<file path="src/rtl/register_bank.sv">
// register_bank: synchronous CSR bank with per-register RO/RW/W1C/PULSE types, registered reads and irq summary
module register_bank #(
  parameter int ADDR_WIDTH = 4,
  parameter int DATA_WIDTH = 16,
  parameter int NUM_REGS = 16,
  parameter logic [NUM_REGS-1:0] RW_MASK = 16'h0070,
  parameter logic [NUM_REGS-1:0] W1C_MASK = 16'h0000,
  parameter logic [NUM_REGS-1:0] PULSE_MASK = 16'h0000,
  parameter logic [DATA_WIDTH*NUM_REGS-1:0] RESET_VALUES = '0
) (
  input  logic clk,
  input  logic reset,
  input  logic en,
  input  logic rd,
  input  logic wr,
  input  logic [DATA_WIDTH/8-1:0] be,
  input  logic [ADDR_WIDTH-1:0] addr,
  input  logic [DATA_WIDTH-1:0] data_in,
  output logic [DATA_WIDTH-1:0] data_out,
  output logic rd_valid,
  input  logic [DATA_WIDTH*NUM_REGS-1:0] values_in,
  output logic [DATA_WIDTH*NUM_REGS-1:0] values_out,
  output logic [NUM_REGS-1:0] wr_strobe,
  output logic irq
);
  logic [DATA_WIDTH-1:0] bmask, rdata, data_out_q;
  logic [DATA_WIDTH-1:0] cur [NUM_REGS];
  logic [NUM_REGS-1:0] sel, w1c_any, rst_any, wr_strobe_q;
  logic in_range, wr_acc, rd_valid_q, irq_q;
  always_comb begin
    for (int k = 0; k < DATA_WIDTH/8; k++) bmask[8*k +: 8] = {8{be[k]}};
  end
  assign in_range = int'(addr) < NUM_REGS;
  assign wr_acc = en && wr && in_range;
  for (genvar i = 0; i < NUM_REGS; i++) begin : g_reg
    localparam logic [DATA_WIDTH-1:0] RST = RESET_VALUES[DATA_WIDTH*i +: DATA_WIDTH];
    logic [DATA_WIDTH-1:0] set_v;
    assign set_v = values_in[DATA_WIDTH*i +: DATA_WIDTH];
    assign sel[i] = wr_acc && addr == ADDR_WIDTH'(i);
    if (W1C_MASK[i] || PULSE_MASK[i] || RW_MASK[i]) begin : g_st
      logic [DATA_WIDTH-1:0] val_q, val_d;
      // W1C outranks PULSE, which outranks RW; W1C sets win over same-cycle clears
      assign val_d = W1C_MASK[i] ? (val_q & ~(sel[i] ? data_in & bmask : '0)) | set_v :
                     PULSE_MASK[i] ? (sel[i] ? data_in & bmask : '0) :
                     sel[i] ? (val_q & ~bmask) | (data_in & bmask) : val_q;
      always_ff @(posedge clk) val_q <= reset ? RST : val_d;
      assign cur[i] = val_q;
      if (!W1C_MASK[i]) begin : g_nset
        logic unused_set;
        assign unused_set = ^set_v;
      end
    end else begin : g_ro
      assign cur[i] = set_v;
    end
    assign values_out[DATA_WIDTH*i +: DATA_WIDTH] = cur[i];
    assign w1c_any[i] = W1C_MASK[i] && |cur[i];
    assign rst_any[i] = W1C_MASK[i] && |RST;
  end
  assign rdata = in_range ? cur[addr] : '0;
  always_ff @(posedge clk) begin
    rd_valid_q <= !reset && en && rd;
    data_out_q <= reset ? '0 : (en && rd) ? rdata : data_out_q;
    wr_strobe_q <= reset ? '0 : sel;
    irq_q <= reset ? |rst_any : |w1c_any;
  end
  assign data_out = data_out_q;
  assign rd_valid = rd_valid_q;
  assign wr_strobe = wr_strobe_q;
  assign irq = irq_q;
endmodule

</file>
<file path="config.mk">
export PLATFORM = sky130hd
export DESIGN_NAME = register_bank
export DESIGN_NICKNAME = d
export VERILOG_FILES = /design/src/rtl/register_bank.sv
export SDC_FILE = /design/constraint.sdc
export NUM_CORES = 1
export LEC_CHECK = 0
export ABC_AREA = 1
export CAP_MARGIN = 30
export CORE_AREA = 2 2 222 224
export CTS_CLUSTER_SIZE = 40
export DETAILED_ROUTE_END_ITERATION = 10
export DIE_AREA = 0 0 224 226
export PLACE_DENSITY = 0.51
export SYNTH_ARGS = -nofsm -noshare
export SYNTH_HDL_FRONTEND = slang
export SYNTH_SLANG_ARGS = --single-unit
</file>
<file path="constraint.sdc">
create_clock -name clk -period 2.6 [get_ports clk]
set_clock_uncertainty 0.1 [all_clocks]
set_input_delay 0.78 -clock clk [delete_from_list [all_inputs] [get_ports clk]]
set_output_delay 0.78 -clock clk [all_outputs]
set_load 0.05 [all_outputs]
</file>
==> impl_metrics.ini <==
[status]
status = completed

[routing]
drt-initial-drc-count = 313
vias_per_cell = 3.82
drc = 0
ant_nets = 0
wire_per_inst_um = 18.3
vias = 8198
drt-pass1-iter-count = 5
routed_wl_mm = 39.3

[sta]
hold_viol = 0
rsz0062_at_grt = no
fmax_mhz = 399
relSlewSlack_pct = 62.3
period_minus_slack_ns = 2.50
fin_tns_setup_ns = 0
maxSlewViolCount = 0
finalSetupViolations = 0
tightest_slew_ns = 0.564
finalCritPeriodShare_pct = 96.3

[min_path]
min_path_type = reg2reg

[power_and_ir_drop]
seqPwrFrac_pct = 24.8
p_per_area_nw_per_um2 = 371
internal_power_uw = 3170
p_sw_uw = 2000
finalPower_uw = 5170
p_clk_share_pct = 25.8
power_frac_comb_pct = 49.4
ir_worst_vdd_mv = 0.283
swShare_pct = 38.7
power.leakage_uw = 0.00614

[critical_path]
crit_fanout = 3
path_cells = clkdlybuf4s50_1
cpMaxStageDelayCell = clkdlybuf4s50_1
worstPathRequired_ns = 1.72
worstPathArrival_ns = 1.62
cp-end-kind = output port
path_delay_family = buffers and inverters
start_kind = flip-flop
crit_buf_inv = 1
max_stage_delay_ns = 0.87
worstSetupPathType = reg2out

[clock_network]
cts-root-buf = clkbuf_16
clockBufferDepth = 2
cts_hold_buf = 0
cts_setup_buffers = 0
cts_max_level = 3
numCtsBuffers = 9
clk_pin_slew_worst_paths_ns = 0.07
clock-sinks = 81
cts_tree = yes
clk_latency_ns = 0.35
cts_resized = 0

[global_route]
gr-total-overflow = 0
grt_use_total_pct = 15.1
antenna_found_initial = 0
grt_pass1_vias = 8186
grt_start_max_net_pins = 65
grt_pass1_wl_mm = 55.8

[layout]
nNetsFinal = 1803
final_area_um2 = 13900
instances_no_fill = 2147
n_antenna_cell = 0
fin_util_pct = 28.8
drive_above_1_share_pct = 18.3
syn2layout_area_growth_pct = 97.4

[placement]
io_buffers = 523
dpl.hpwl_mm = 33.7
postPlaceCellArea_um2 = 13600
dp.cells = 2131
place.gp.congestion = 0.785

[synth]
yosys.area.top_type = nand2_1
yosys-top-cells-area = nand2_1 32%, buf_4 23%, dfxtp_1 23%, o21ai_0 4.1%, a21oi_1 3.4%
synth_seq_area_share_pct = 23.0
yosysWarningCount = 0
ys_seq_elements = 81
synth.most_common_cell = nand2_1
synth_nets = 1505
synth_common_cells = 600 x nand2_1, 216 x buf_4, 81 x dfxtp_1
syn_area_per_cell_um2 = 5.77
synth.top_cell.area_share_pct = 31.9
synth-edff-count = 0
async_flop_share_pct = 0
synth_cells = 1222
ys.flop_type = dfxtp_1
syn_area_um2 = 7060
yosys.cell_types.count = 21

[floorplan]
die_h_um = 226
dieArea_um2 = 50600
fp-row-count = 81
die_w_um = 224
io_pins = 573
start_util_pct = 14.6
core_area_um2 = 48300

[flow_run]
drv_cap = 0
==> kinds of logic after synthesis <==
logic type | synth area share (%)
AOI/OAI and AO/OA | 8.44
and+or+nand+nor | 38.7
other | 0.0531
buffers and inverters | 29.9
DFF | 23.0
==> per-layer routing <==
layer / wire [um] / share of wire (%) / GRT usage (%) / vias up
li1: - / - / - / 4148
met1: 16000 / 41 / 17.7 / 3717
met2: 20100 / 51 / 27.6 / 313
met3: 2810 / 7.1 / 4.27 / 20
met4: 389 / 0.99 / 2.34 / 0
met5: 0 / 0 / 0 / -
==> worst paths after layout <==
| kind | start | to | slack, ns | cells after the start |
|---|---|---|---|---|
| max | flip-flop | values_out[109] | 0.1 | 1 |
| min | flip-flop | flip-flop | 0.36 | 2 |
| max reg2reg | flip-flop | data_out[9] | 1.10 | 8 |
| min reg2reg | flip-flop | flip-flop | 0.36 | 2 |
==> power by group through the flow <==
stage	sequential, uW	clock, uW	combinational [uW]
floorplan	1390	0	1250
global placement	1310	0	2600
detailed placement	1310	0	2590
CTS	1280	1390	2600
global route	1280	1450	2700
finish	1280	1330	2550
==> cell usage in the layout, fill, tap and decap left out <==
cell type and count:
inv_2 2, a21oi_1 48, nand3_2 6, clkinv_2 2, inv_8 1, inv_4 1, buf_12 219, clkdlybuf4s50_1 308
inv_6 2, conb_1 1, nor2_4 2, o21ai_0 58, nor2_2 3, dfxtp_1 81, o21ai_1 13, buf_4 28
nor2_1 50, bufinv_16 1, nor2_8 1, nand2_1 600, inv_1 54, nand3_1 33, clkbuf_16 9, nand2_2 1
clkinv_4 1
==> area by class of cell <==
cell class | count | area (um^2)
tap | 622 | 778
multi-input combinational | 816 | 3330
sequential | 81 | 1620
inverter | 57 | 216
clock buffer | 9 | 225
fill | 5247 | 34400
clock inverter | 7 | 77.6
timing repair buffer | 555 | 7680
==> worst min-delay path: cells and delay by family (launching register included) <==
kind / cells / cell delay [ns]
AO/OA/AOI/OAI: 1 / 0.05
buffers and inverters: 1 / 0.05
flip-flops: 1 / 0.32
==> per-stage QoR <==
stage / hold slack (ns) / setup WS (ns)
detailed placement: 0.353 / 0.0613
global route: 0.384 / 0.0693
global placement: 0.344 / 0.0554
CTS: 0.364 / 0.0834
finish: 0.361 / 0.0962
floorplan: 0.571 / 0.746
No activity file was read; power rests on OpenSTA's default activity.
